`config.mk`:
```
export PLATFORM = sky130hd
export DESIGN_NAME = io_input_cond
export DESIGN_NICKNAME = d
export VERILOG_FILES = /design/src/rtl/io_cond_pkg.sv /design/src/rtl/debounce_cell.sv /design/src/rtl/io_input_cond.sv
export SDC_FILE = /design/constraint.sdc
export NUM_CORES = 1
export LEC_CHECK = 0
export ABC_AREA = 1
export BUFFER_PORTS_ARGS = -buffer_cell sky130_fd_sc_hd__buf_2
export CORE_MARGIN = 2
export CORE_UTILIZATION = 25
export CTS_CLUSTER_DIAMETER = 60
export DETAILED_ROUTE_END_ITERATION = 6
export PLACE_DENSITY = 0.38
export SYNTH_ARGS = -nofsm -noshare
export SYNTH_HDL_FRONTEND = slang
export SYNTH_SLANG_ARGS = --single-unit
```
`constraint.sdc`:
```
create_clock -name i_clk -period 4.6 [get_ports i_clk]
set_input_delay 0.69 -clock i_clk [delete_from_list [all_inputs] [get_ports i_clk]]
set_output_delay 0.69 -clock i_clk [all_outputs]
set_load 0.005 [all_outputs]
```
`src/rtl/io_cond_pkg.sv`:
```
// Shared defaults for the board input conditioning stage and the LSU I/O widths.
package io_cond_pkg;

    localparam int unsigned DEBOUNCE_CYCLES_DEF = 500000;
    localparam int unsigned SYNC_STAGES_DEF     = 2;
    localparam int unsigned SW_W_DEF            = 32;
    localparam int unsigned BTN_W_DEF           = 4;

    // Debounce counter width, never narrower than one bit.
    function automatic int unsigned cnt_width(input int unsigned cycles);
        return (cycles > 1) ? $clog2(cycles) : 1;
    endfunction

endpackage

```
`src/rtl/debounce_cell.sv`:
```
// Single-bit button conditioner: synchroniser, polarity fix, debounce counter
// and a one-cycle pulse on each accepted press.
module debounce_cell
    import io_cond_pkg::*;
#(
    parameter int unsigned SYNC_STAGES     = SYNC_STAGES_DEF,
    parameter int unsigned DEBOUNCE_CYCLES = DEBOUNCE_CYCLES_DEF,
    parameter bit          ACTIVE_LOW      = 1'b1
) (
    input  logic clk,
    input  logic rst_n,
    input  logic raw,
    output logic level,
    output logic press
);

    localparam int unsigned      CNT_W   = cnt_width(DEBOUNCE_CYCLES);
    localparam logic [CNT_W-1:0] CNT_MAX = CNT_W'(DEBOUNCE_CYCLES - 1);

    logic [SYNC_STAGES-1:0] sync_q;
    logic [CNT_W-1:0]       cnt_q, cnt_d;
    logic                   stable_q, stable_d;
    logic                   press_q, press_d;
    logic                   sample;

    // Sync flops reset to the released pin level so reset never looks like a press.
    always_ff @(posedge clk or negedge rst_n) begin
        if (!rst_n) begin
            sync_q <= {SYNC_STAGES{ACTIVE_LOW}};
        end else begin
            sync_q <= {sync_q[SYNC_STAGES-2:0], raw};
        end
    end

    assign sample = sync_q[SYNC_STAGES-1] ^ ACTIVE_LOW;

    always_comb begin
        cnt_d    = cnt_q;
        stable_d = stable_q;
        press_d  = 1'b0;
        if (sample == stable_q) begin
            cnt_d = '0;
        end else if (cnt_q == CNT_MAX) begin
            stable_d = sample;
            cnt_d    = '0;
            press_d  = sample;
        end else begin
            cnt_d = cnt_q + CNT_W'(1);
        end
    end

    always_ff @(posedge clk or negedge rst_n) begin
        if (!rst_n) begin
            cnt_q    <= '0;
            stable_q <= 1'b0;
            press_q  <= 1'b0;
        end else begin
            cnt_q    <= cnt_d;
            stable_q <= stable_d;
            press_q  <= press_d;
        end
    end

    assign level = stable_q;
    assign press = press_q;

endmodule

```
`src/rtl/io_input_cond.sv`:
```
// Board switch/button conditioning ahead of the LSU I/O read ports: per-button
// debounce cells plus a switch word that only ever updates as a whole.
module io_input_cond
    import io_cond_pkg::*;
#(
    parameter int unsigned SW_W            = SW_W_DEF,
    parameter int unsigned BTN_W           = BTN_W_DEF,
    parameter int unsigned SYNC_STAGES     = SYNC_STAGES_DEF,
    parameter int unsigned DEBOUNCE_CYCLES = DEBOUNCE_CYCLES_DEF,
    parameter bit          BTN_ACTIVE_LOW  = 1'b1
) (
    input  logic             i_clk,
    input  logic             i_rst_n,
    input  logic [SW_W-1:0]  i_sw_raw,
    input  logic [BTN_W-1:0] i_btn_raw,
    output logic [SW_W-1:0]  o_io_sw,
    output logic [BTN_W-1:0] o_io_btn,
    output logic [BTN_W-1:0] o_btn_press
);

    localparam int unsigned      CNT_W   = cnt_width(DEBOUNCE_CYCLES);
    localparam logic [CNT_W-1:0] CNT_MAX = CNT_W'(DEBOUNCE_CYCLES - 1);

    for (genvar i = 0; i < BTN_W; i++) begin : g_btn
        debounce_cell #(
            .SYNC_STAGES    (SYNC_STAGES),
            .DEBOUNCE_CYCLES(DEBOUNCE_CYCLES),
            .ACTIVE_LOW     (BTN_ACTIVE_LOW)
        ) u_cell (
            .clk  (i_clk),
            .rst_n(i_rst_n),
            .raw  (i_btn_raw[i]),
            .level(o_io_btn[i]),
            .press(o_btn_press[i])
        );
    end

    logic [SW_W-1:0]  sw_sync_q [SYNC_STAGES];
    logic [SW_W-1:0]  sync_sw;
    logic [SW_W-1:0]  sw_prev_q;
    logic [SW_W-1:0]  sw_q, sw_d;
    logic [CNT_W-1:0] scnt_q, scnt_d;

    always_ff @(posedge i_clk or negedge i_rst_n) begin
        if (!i_rst_n) begin
            for (int s = 0; s < SYNC_STAGES; s++) begin
                sw_sync_q[s] <= '0;
            end
        end else begin
            sw_sync_q[0] <= i_sw_raw;
            for (int s = 1; s < SYNC_STAGES; s++) begin
                sw_sync_q[s] <= sw_sync_q[s-1];
            end
        end
    end

    assign sync_sw = sw_sync_q[SYNC_STAGES-1];

    // Any bit moving restarts the shared count, so a partial word is never taken.
    always_comb begin
        scnt_d = scnt_q;
        sw_d   = sw_q;
        if ((sync_sw == sw_q) || (sync_sw != sw_prev_q)) begin
            scnt_d = '0;
        end else if (scnt_q == CNT_MAX) begin
            sw_d   = sync_sw;
            scnt_d = '0;
        end else begin
            scnt_d = scnt_q + CNT_W'(1);
        end
    end

    always_ff @(posedge i_clk or negedge i_rst_n) begin
        if (!i_rst_n) begin
            sw_prev_q <= '0;
            sw_q      <= '0;
            scnt_q    <= '0;
        end else begin
            sw_prev_q <= sync_sw;
            sw_q      <= sw_d;
            scnt_q    <= scnt_d;
        end
    end

    assign o_io_sw = sw_q;

endmodule

```
# After elaboration in Yosys (flattened, before gate mapping)
# Index checks and enable logic that the tools add are counted.
[word_totals]
reg_bits = 239
output_inout_bits = 40
wordCells = 70
[op_classes]
addsub = 5
n_eq_ne = 11
muxes = 18
n_bitwise = 9
reduce_logical = 6
[op_table]
columns = ["cell", "count"]
rows = [
  ["19-bit 2-to-1 mux", 10],
  ["19-bit by 1-bit adder with 19-bit output (second input constant)", 5],
  ["19-bit == test (second input constant)", 5],
  ["32-bit == test", 1],
  ["32-bit inequality test", 1],
  ["2-bit AND reduction", 5],
  ["1-bit NOT", 9],
  ["1-bit 2-to-1 mux", 8],
  ["1-bit == test", 4],
  ["1-bit logical OR", 1],
]

# Logic depth before layout (Yosys ltp)
# Gate-level depths: netlist (run 1).
[logic_depth]
depth_word = 4
depth_mapped = 12

# Modules after synthesis
# A second synthesis (run 1) with hierarchy kept.
[unflattened]
cells_unflattened = 1125
area_unflattened_um2 = 10541.4
[modules_own_cells]
columns = ["module", "instances", "cells_per_inst", "area_each_um2", "seq_area_each_um2"]
rows = [
  ["io_input_cond", 1, 533, 5651.7, 3678.5],
  ["debounce_cell", 4, 148, 1222.4, 578.1],
]

# Worst setup path after synthesis (run 1)
# Ideal clock, no wire load.
[synth_path]
path_type = "register to register"
from = "reg g_btn[1].u_cell.cnt_q[0]"
to = "reg g_btn[1].u_cell.cnt_q[14]"
setup_ps = 144
arrival_ps = 1511
path_slack_ps = 2945
stages_incl_launch_ff = 10
path_buffers = 0
period_less_slack_ps = 1655
cell_sequence = "dfrtp_1 -> ha_1 -> nand2_1 -> nor2_1 -> nand3_1 -> inv_1 -> nand4_1 -> or2_2 -> nor2_1 -> nor3_1"
[synth_via]
elab_chain_cells = 3
[synth_rtl]
columns = ["item", "line", "source"]
rows = [
  ["from (decl)", "debounce_cell.sv:21", "logic [CNT_W-1:0] cnt_q, cnt_d;"],
  ["from (signal assigned)", "debounce_cell.sv:58", "cnt_q <= cnt_d;"],
  ["19-bit by 1-bit adder with 19-bit output / 19-bit == test (equally long branches)", "debounce_cell.sv:48, debounce_cell.sv:43", ""],
  ["19-bit 2-to-1 mux (*)", "debounce_cell.sv:43", "end else if (cnt_q == CNT_MAX) begin"],
  ["19-bit 2-to-1 mux (*)", "debounce_cell.sv:41", "if (sample == stable_q) begin"],
  ["named net g_btn[1].u_cell.cnt_d[14]", "debounce_cell.sv:21", ""],
]
# Mark *: on every way through the listed nets, which the timed path passes. The rest lies on a longest branch.
# A chain may end at the register's enable or synchronous reset.

# Worst setup path in the final report (run 1)
[layout_path]
from = "reg sw_sync_q (netlist bit sync_sw[25])"
to = "reg sw_q[25], in the netlist o_io_sw[25]"
[layout_via]
elab_chain_cells = 4
[layout_rtl]
columns = ["item", "line", "source"]
rows = [
  ["from (decl)", "io_input_cond.sv:38", "logic [SW_W-1:0] sw_sync_q [SYNC_STAGES];"],
  ["from (signal, indexed assignment)", "io_input_cond.sv:52", "sw_sync_q[s] <= sw_sync_q[s-1];"],
  ["32-bit == test / 32-bit inequality test (equally long branches)", "io_input_cond.sv:63", "if ((sync_sw == sw_q) || (sync_sw != sw_prev_q)) begin"],
  ["1-bit logical OR", "io_input_cond.sv:63", ""],
  ["1-bit NOT (no line)", "-", ""],
  ["2-bit AND reduction (no line)", "-", ""],
  ["to (signal assigned)", "io_input_cond.sv:80", "sw_q <= sw_d;"],
  ["to (decl)", "io_input_cond.sv:41", "logic [SW_W-1:0] sw_q, sw_d;"],
]
# Several ways; a longest one is shown, not always the timed one.

==> results_dict.tcl, run 1 <==
set metrics [dict create \
    drt-wirelength-per-cell_um 14.0 \
    holdCritPathClass "input port to async pin" \
    port_buffers 77 \
    setup_viol 0 \
    hold_viol 0 \
    path_class "flip-flop to flip-flop" \
    synthTopCellsByArea "dfrtp_1 (55%), nand2_1 (8.5%), nor2_1 (5.8%)" \
    drtAntennaViolNets 0 \
    min_period_ns 2.55 \
    worst_ir_drop_vdd_uv 206 \
    ctsResizeCount 0 \
    cp_slowest_cell "nor2_8" \
    dieHeight_um 209 \
    dieArea_mm2 0.0435 \
    drtIter0Drc 340 \
    wirelength_um 24700 \
    routed-via-count 7453 \
    fmax_ghz 0.392 \
    antenna_found_initial 3 \
    rows 74 \
    synth_edf_count 0 \
    syn-num-nets 1163 \
    max_slew.worst_pin.slew_ns 0.905 \
    cts-htree-levels 1 \
    grt_pass1_wl_um 41900 \
    overflow 0 \
    grt_max_degree 110 \
    mostFrequentLayoutCells "nand2_1 (238), dfrtp_1 (231), nor2_1 (162), inv_1 (112), nand4_1 (81)" \
    root_buffer "clkbuf_16" \
    rsz0062_at_grt "no" \
    finalClockSkew_ns 0.0186 \
    slew_headroom_pct 39.4 \
    die_w_um 209 \
    layout_setup_ws_ns 2.05 \
    synthXorXnorAreaFrac_pct 8.20 \
    crit_arrival_ns 2.98 \
    grt_usage_pct 11.7 \
    regToRegSetupSlack_ns 2.05 \
    slew_violations 0 \
    cts_hold_buf 0 \
    avgSynthCellArea_um2 9.34 \
    initial_core_util_pct 25.5 \
    critPathLaunchType "flip-flop" \
    ioPinCount 78 \
    status "complete, no violations" \
    cts_made_buffers 30 \
    drv_cap 0 \
    synthDistinctLibCells 41 \
    crit_top_cell "nand2_1" \
    nets 1248 \
    max_stage_delay_ns 0.51 \
    clockBufferDepth 3 \
    dpl_worst_slack_ns 1.96 \
    ys_seq_area_share_pct 57.3 \
    finalSetupTns_ns 0 \
    p_leak_nw 5.65 \
    synth_seq_cells 239 \
    end_kind "flip-flop" \
    first_pass_iters 4 \
    final_common_cell "nand2_1" \
    async_flop_share_pct 100 \
    ys_warn_count 0 \
    synthToLayoutAreaGrowth_pct 19.2 \
    cp.required_ns 5.03 \
    first_global_vias 7699 \
    cts_setup_buffers 0 \
    clkTransAtPathRegs_ns 0.06 \
    synth_top_family_by_area "simple AND/OR/NAND/NOR gates" \
    syn_inst 1120 \
    yosysTopAreaCellShare_pct 55.2 \
    gp_congestion 0.753 \
    synth_compound_area_share_pct 1.97 \
    yosys.area_share.simple_pct 25.9 \
    critPathMaxFanout 36 \
    synth_flop_cell "dfrtp_1" \
    vias_per_cell 4.23 \
    timing.final.crit_share_pct 55.5 \
    core_area_mm2 0.0411 \
    drive_above_1_share_pct 14.0 \
    yosysTopAreaCell "dfrtp_1" \
    powerDensity_mw_per_mm2 393 \
    drcViolationCount 0 \
    clock_sinks 239 \
    syn_area_mm2 0.0105 \
    path_cells "xor2_1, nor2_1, nand2_1, nor2_1, nand2_2, nor2_8, nand3_4, nand2_1, nand2_1" \
    synthAdderAreaFrac_pct 0.598 \
    worstSkewPairLatency_ns 0.57 \
    synth_mux_area_share_pct 0 \
    dp_hpwl_um 17000 \
    cts_tree "done" \
]
[report_power, final]
part           switching (mW)  total, mW  internal [mW]
Sequential             0.0426       2.20           2.16
Combinational          0.0943      0.146         0.0519
Clock                   0.921       2.55           1.63
Total                    1.06       4.90           3.84
[kinds of logic (layout without fill, tap and decap cells)]
| family | after synthesis | count (layout) |
|---|---|---|
| adder cells (fa/ha/maj) | 5 | 5 |
| AO/OA/AOI/OAI | 33 | 33 |
| buffers and inverters | 148 | 255 |
| XOR/XNOR | 98 | 98 |
| AND/OR/NAND/NOR | 597 | 597 |
| flip-flops | 239 | 239 |
| other | 0 | 1 |
[layer usage]
metal  GRT usage [%]  vias to the layer above  share of wire [%]
li1                -                     3766                  -
met1            16.3                     3538                 48
met2            18.7                      105                 45
met3            2.42                       42                4.0
met4            3.03                        2                2.5
met5               0                        -              0.053
[sequential cells by signal, summed over array words and instances (netlist names)]
signal,count
g_btn.u_cell.cnt_q,76
g_btn.u_cell.level,4
g_btn.u_cell.press,4
g_btn.u_cell.sync_q,8
o_io_sw,32
scnt_q,19
sw_prev_q,32
sw_sync_q,32
sync_sw,32
[through the flow]
| step | instance area, µm² | hold WS (ns) | power [mW] | util [%] | cells |
|---|---|---|---|---|---|
| after global routing | 12500 | 0.191 | 5.12 | 30.3 | 1759 |
| after detailed placement | 11400 | 0.336 | 2.40 | 27.7 | 1705 |
| after CTS | 12500 | 0.189 | 5.01 | 30.3 | 1759 |
| final | 12500 | 0.205 | 4.90 | 30.3 | 1760 |
| after floorplan | 10500 | 0.331 | 2.30 | - | 1120 |
| after global placement | 11400 | 0.335 | 2.40 | 27.7 | 1705 |
[Yosys cell counts, types with 2 or more instances]
cell      count
nand2_1     238
dfrtp_1     231
nor2_1      162
inv_1       112
nand4_1      81
xor2_1       62
nor3_1       37
xnor2_1      36
nand3_1      34
nor2_2       13
buf_4        12
a21oi_1      10
clkbuf_1     10
dfstp_2       8
nor3b_1       8
o21ai_0       8
nor4_1        7
ha_1          5
or2_2         5
a31oi_1       4
buf_6         4
inv_2         4
buf_2         3
clkinv_1      3
nand2_2       2
nand3_4       2
nor2_4        2
nor3_2        2
o21a_1        2
o31ai_1       2
[final timing paths]
| path | to | startpoint | cells after the start |
|---|---|---|---|
| worst max-delay path | o_io_sw[25] | sync_sw[25] | 9 |
| worst max register to register | o_io_sw[25] | sync_sw[25] | 9 |
| max in group asynchronous | g_btn[0].u_cell.sync_q[0] | i_rst_n | 2 |
| min in group i_clk | g_btn[0].u_cell.sync_q[0] | i_btn_raw[0] | 1 |
| worst min register to register | sync_sw[2] | sw_sync_q[34] | 0 |
| worst min-delay path | g_btn[3].u_cell.cnt_q[11] | i_rst_n | 1 |
[worst max-delay path, delay by kind of cell, from the launching register on]
kind,cells,cell delay (ns)
xor+xnor,1,0.17
simple gates,8,1.81
flops,1,0.42
[final cells by class]
class,instances,area (µm²)
tap,532,666
clock inverter,14,233
multi-input combinational,733,3840
fill,4314,28600
antenna,1,2.50
inverter,119,447
clock buffer,40,850
sequential,239,5990
timing repair buffer,82,445
Power figures use the tool's default switching activity.
==> run 2: changes to the inputs <==
clock period = 2.65 ns   (was 4.6 ns; I/O delays follow)
==> run 2 against run 1 <==
Against the previous run:
- clock power increased by 65%
- sequential share of layout area fell by 1.5 points
- sequential cell count stayed put
- critical endpoint is now o_io_sw[26]
- largest cell class unchanged
==> results_dict.tcl, run 2 (same netlist as run 1, synthesis figures left out) <==
set metrics [dict create \
    worstSkewPairLatency_ns 0.57 \
    drive_above_1_share_pct 13.7 \
    holdCritPathClass "flip-flop to flip-flop" \
    hold_slack_ns 0.348 \
    antenna_found_initial 3 \
    hold-path-cell-count 0 \
    finish.utilization_pct 31.3 \
    r2r-end "o_io_sw[26]" \
    path_class "flip-flop to flip-flop" \
    hold_viol 0 \
    worstRegToRegCells 11 \
    fill_cells 4320 \
    drt-wirelength-per-cell_um 13.9 \
    multiInputGateArea_mm2 0.00384 \
    grt_max_degree 81 \
    regToRegSetupSlack_ns 0.45 \
    overflow 0 \
    root_buffer "clkbuf_16" \
    finalClockSkew_ns 0.0172 \
    gp_congestion 0.761 \
    largest_register_ffs 76 \
    end_kind "flip-flop" \
    routed-via-count 7620 \
    die_w_um 209 \
    cp.required_ns 3.09 \
    worst_ir_drop_vdd_uv 415 \
    dieHeight_um 209 \
    cts_tree "done" \
    cts-htree-levels 1 \
    fmax_ghz 0.455 \
    ioPinCount 78 \
    grt_usage_pct 11.9 \
    dieArea_mm2 0.0435 \
    final_common_cell "nand2_1" \
    rsz0062_at_grt "no" \
    drtAntennaViolNets 0 \
    hold_start "sw_sync_q[41]" \
    port_buffers 77 \
    min_period_ns 2.20 \
    first_global_vias 7716 \
    wirelength_um 25200 \
    first_pass_iters 4 \
    drv_cap 0 \
    p_total_mw 8.36 \
    core_area_mm2 0.0411 \
    synthToLayoutAreaGrowth_pct 23.1 \
    whs_endpoint "sync_sw[9]" \
    nets 1293 \
    clkTransAtPathRegs_ns 0.06 \
    slew_violations 0 \
    critPathMaxFanout 32 \
    drcViolationCount 0 \
    max_slew.worst_pin.slew_ns 0.665 \
    clockBufferDepth 3 \
    seqCellArea_mm2 0.00599 \
    status "complete, no violations" \
    grt_pass1_wl_um 42200 \
    regMostFlops "g_btn.u_cell.cnt_q" \
    finalSetupTns_ns 0 \
    cts_made_buffers 30 \
    crit_arrival_ns 2.64 \
    regToRegStartpoint "sync_sw[3]" \
    powerDensity_mw_per_mm2 649 \
    dp_hpwl_um 17400 \
    rows 74 \
    clock_sinks 239 \
    initial_core_util_pct 25.5 \
    mostFrequentLayoutCells "nand2_1 (238), dfrtp_1 (231), nor2_1 (162), inv_1 (112), nand4_1 (81)" \
    drtIter0Drc 455 \
    ctsResizeCount 0 \
    setup_viol 0 \
    vias_per_cell 4.21 \
    critPathLaunchType "flip-flop" \
    slew_headroom_pct 55.6 \
    timing.final.crit_share_pct 82.9 \
    p_leak_nw 5.83 \
]
==> run 2: timing repair <==
| action | 4_1_cts | 5_1_grt |
|---|---|---|
| hold endpoints to repair | 108 | 0 |
| hold buffers | 37 | 0 |
| setup buffers | 0 | 0 |
==> run 2: power breakdown <==
part           internal, mW  switching, mW  leakage [nW]
Combinational         0.133          0.172          2.25
Clock                  2.65           1.57         0.500
Sequential             3.75         0.0751          3.08
==> run 2: critical path: stages, from the launching register on <==
cell and delay (ns):
dfrtp_1 0.43, inv_1 0.06, nand2_1 0.06, nand2_1 0.05, nor2_1 0.10, nand2_1 0.08
nor2_1 0.19, nand2_1 0.16, nor2_8 0.28, nand3_4 0.42, nand2_1 0.18, nand2_1 0.07
==> run 2: layer usage <==
metal / track usage [%] / routed length [µm]
met5: 0 / 0
met4: 3.37 / 592
met3: 2.25 / 918
met2: 18.6 / 11300
met1: 16.9 / 12300
==> run 2: area by class of cell <==
cell class	count	area share (%)
antenna	3	0.0583
clock buffer	51	7.23
clock inverter	5	0.796
inverter	119	3.47
multi-input combinational	733	29.8
sequential	239	46.5
tap	532	5.17
timing repair buffer	127	6.99
==> run 2: worst max path at each step <==
stage,startpoint,slack (ns),endpoint
after global routing,sync_sw[3],0.19,o_io_sw[24]
after CTS,sync_sw[3],0.39,o_io_sw[24]
after floorplan,g_btn[1].u_cell.cnt_q[0],1.0,g_btn[1].u_cell.cnt_q[14]
after global placement,sync_sw[25],0.45,o_io_sw[3]
final,sync_sw[3],0.45,o_io_sw[26]
after detailed placement,sync_sw[3],0.42,o_io_sw[24]
==> run 2: metrics by stage <==
stage | cells | instance area, µm² | setup slack (ns)
floorplan | 1120 | 10500 | 0.995
global placement | 1713 | 11500 | 0.449
detailed placement | 1713 | 11500 | 0.423
CTS | 1806 | 12900 | 0.387
global route | 1809 | 12900 | 0.188
finish | 1809 | 12900 | 0.452
==> run 3: changes to the inputs <==
clock period = 2.1 ns   (was 2.65 ns; I/O delays follow)
==> run 3 against run 2 <==
Against the previous run:
- total power increased by 26%
- utilization increased by 0.17 points
- sequential cell count unchanged
- via count decreased by 1.0%
- highest routed layer is now met5
==> results_dict.tcl, run 3 (same netlist as run 1, synthesis figures left out) <==
set metrics [dict create \
    insertedDiodeCount 0 \
    p_leak_nw 5.89 \
    worst_ir_drop_vdd_uv 580 \
    critPathBufInv 1 \
    hold_slack_ns 0.254 \
    placed_cell_area_mm2 0.0115 \
    intPower_mw 8.22 \
    drt-wirelength-per-cell_um 13.8 \
    finalClockSkew_ns 0.0156 \
    crit_top_cell "nand2_1" \
    dieHeight_um 209 \
    fmax_ghz 0.529 \
    wirelength_um 25000 \
    finalSetupTns_ns 0 \
    path_cells "xor2_1, nor2_1, nand2_1, nor2_2, nand2_1, nor2_8, nand3_4, buf_4, nand2_1, nand2_1" \
    dieArea_mm2 0.0435 \
    p_comb_share_pct 3.7 \
    rsz0062_at_grt "no" \
    port_buffers 77 \
    first_global_vias 7865 \
    finish.utilization_pct 31.5 \
    place_inst 1720 \
    largest_register_ffs 76 \
    core_area_mm2 0.0411 \
    cp.required_ns 2.56 \
    cts_made_buffers 31 \
    min_period_ns 1.89 \
    slew_headroom_pct 69.9 \
    routed-via-count 7542 \
    drive_above_1_share_pct 14.6 \
    powerDensity_mw_per_mm2 813 \
    mostFrequentLayoutCells "nand2_1 (238), dfrtp_1 (231), nor2_1 (160), inv_1 (112), nand4_1 (81)" \
    power_frac_clock_pct 50.4 \
    final_common_cell "nand2_1" \
    drtIter0Drc 367 \
    dp_hpwl_um 17600 \
    worstSkewPairLatency_ns 0.57 \
    timing.final.crit_share_pct 90.0 \
    holdCritPathClass "input port to async pin" \
    overflow 0 \
    antenna_found_initial 1 \
    cts-htree-levels 1 \
    initial_core_util_pct 25.5 \
    crit_arrival_ns 2.35 \
    grt_max_degree 47 \
    first_pass_iters 6 \
    synthToLayoutAreaGrowth_pct 23.8 \
    nets 1302 \
    hold_viol 0 \
    instances_no_fill 1814 \
    p_total_mw 10.5 \
    root_buffer "clkbuf_16" \
    cp_slowest_cell "dfrtp_1" \
    end_kind "flip-flop" \
    rows 74 \
    cts_tree "done" \
    grt_pass1_wl_um 42000 \
    max_stage_delay_ns 0.43 \
    drtAntennaViolNets 0 \
    path_class "flip-flop to flip-flop" \
    clockBufferDepth 3 \
    max_slew.worst_pin.slew_ns 0.448 \
    layout_setup_ws_ns 0.210 \
    swShare_pct 22.0 \
    vias_per_cell 4.16 \
    grt_usage_pct 11.8 \
    critPathTopFamily "simple AND/OR/NAND/NOR gates" \
    clock_sinks 239 \
    setup_viol 0 \
    design_area_mm2 0.0130 \
    drcViolationCount 0 \
    status "complete, no violations" \
    gp_congestion 0.785 \
    pwr-share-seq_pct 45.9 \
    dpl_worst_slack_ns 0.0696 \
    regMostFlops "g_btn.u_cell.cnt_q" \
    critPathMaxFanout 19 \
    clkTransAtPathRegs_ns 0.05 \
    drv_cap 0 \
    critPathLaunchType "flip-flop" \
    p_sw_mw 2.31 \
    die_w_um 209 \
    ioPinCount 78 \
    slew_violations 0 \
]
-- run 3: cell types whose count changed in the layout (fill, tap and decap cells not counted) --
cell and change:
buf_12 +1, buf_4 +7, clkbuf_1 -2, clkbuf_8 -1, clkinv_2 +2, clkinvlp_4 +1, diode_2 -3, nand2_2 -1
nand2_4 +1, nor2_1 -2, nor2_2 +2
-- run 3: timing repair --
item / 4_1_cts / 5_1_grt
endpoints found under the hold margin: 76 / 0
setup buffers: 0 / 1
hold buffers: 37 / 0
resized for setup: 0 / 3
setup endpoints to repair: 0 / 20
-- run 3: per-layer routing --
metal  global-route usage [%]  wire length (µm)  up-vias
met5                        0                11        -
met4                     3.33               677        2
met3                     2.18               858       44
met2                     18.9             11100       93
met1                     16.4             12400     3551
li1                         -                 -     3852
-- run 3: worst register-to-register path, cell delays in order (launching register included) --
cell and delay, ns:
dfrtp_1 0.43, xor2_1 0.18, nor2_1 0.10, nand2_1 0.08, nor2_2 0.17, nand2_1 0.16, nor2_8 0.23, nand3_4 0.08
buf_4 0.21, nand2_1 0.08, nand2_1 0.05
-- run 3: cell type report --
| class | instances | area, µm² |
|---|---|---|
| clock buffers | 48 | 910 |
| well taps | 532 | 666 |
| repair buffers | 135 | 973 |
| multi-input cells | 733 | 3850 |
| inverters | 119 | 447 |
| fillers | 4327 | 28200 |
| clock inverters | 8 | 120 |
| flip-flops and latches | 239 | 5990 |
-- run 3: power groups by stage --
| stage | logic [mW] | clock network [mW] | registers (mW) |
|---|---|---|---|
| floorplan | 0.151 | 0 | 4.88 |
| global placement | 0.352 | 0 | 4.91 |
| detailed placement | 0.352 | 0 | 4.91 |
| CTS | 0.409 | 5.52 | 4.83 |
| global route | 0.455 | 5.70 | 4.85 |
| finish | 0.389 | 5.31 | 4.83 |
-- run 3: path summary, 6_finish.rpt --
kind	from	to	slack, ns	depth (start not counted)
setup / recovery	sync_sw[6]	o_io_sw[7]	0.21	10
hold / removal	i_rst_n	g_btn[3].u_cell.cnt_q[4]	0.25	2
setup reg to reg	sync_sw[6]	o_io_sw[7]	0.21	10
hold reg to reg	sw_sync_q[56]	sync_sw[24]	0.34	0
max in group asynchronous	i_rst_n	g_btn[2].u_cell.sync_q[1]	1.09	3
min in group i_clk	sw_sync_q[56]	sync_sw[24]	0.34	0
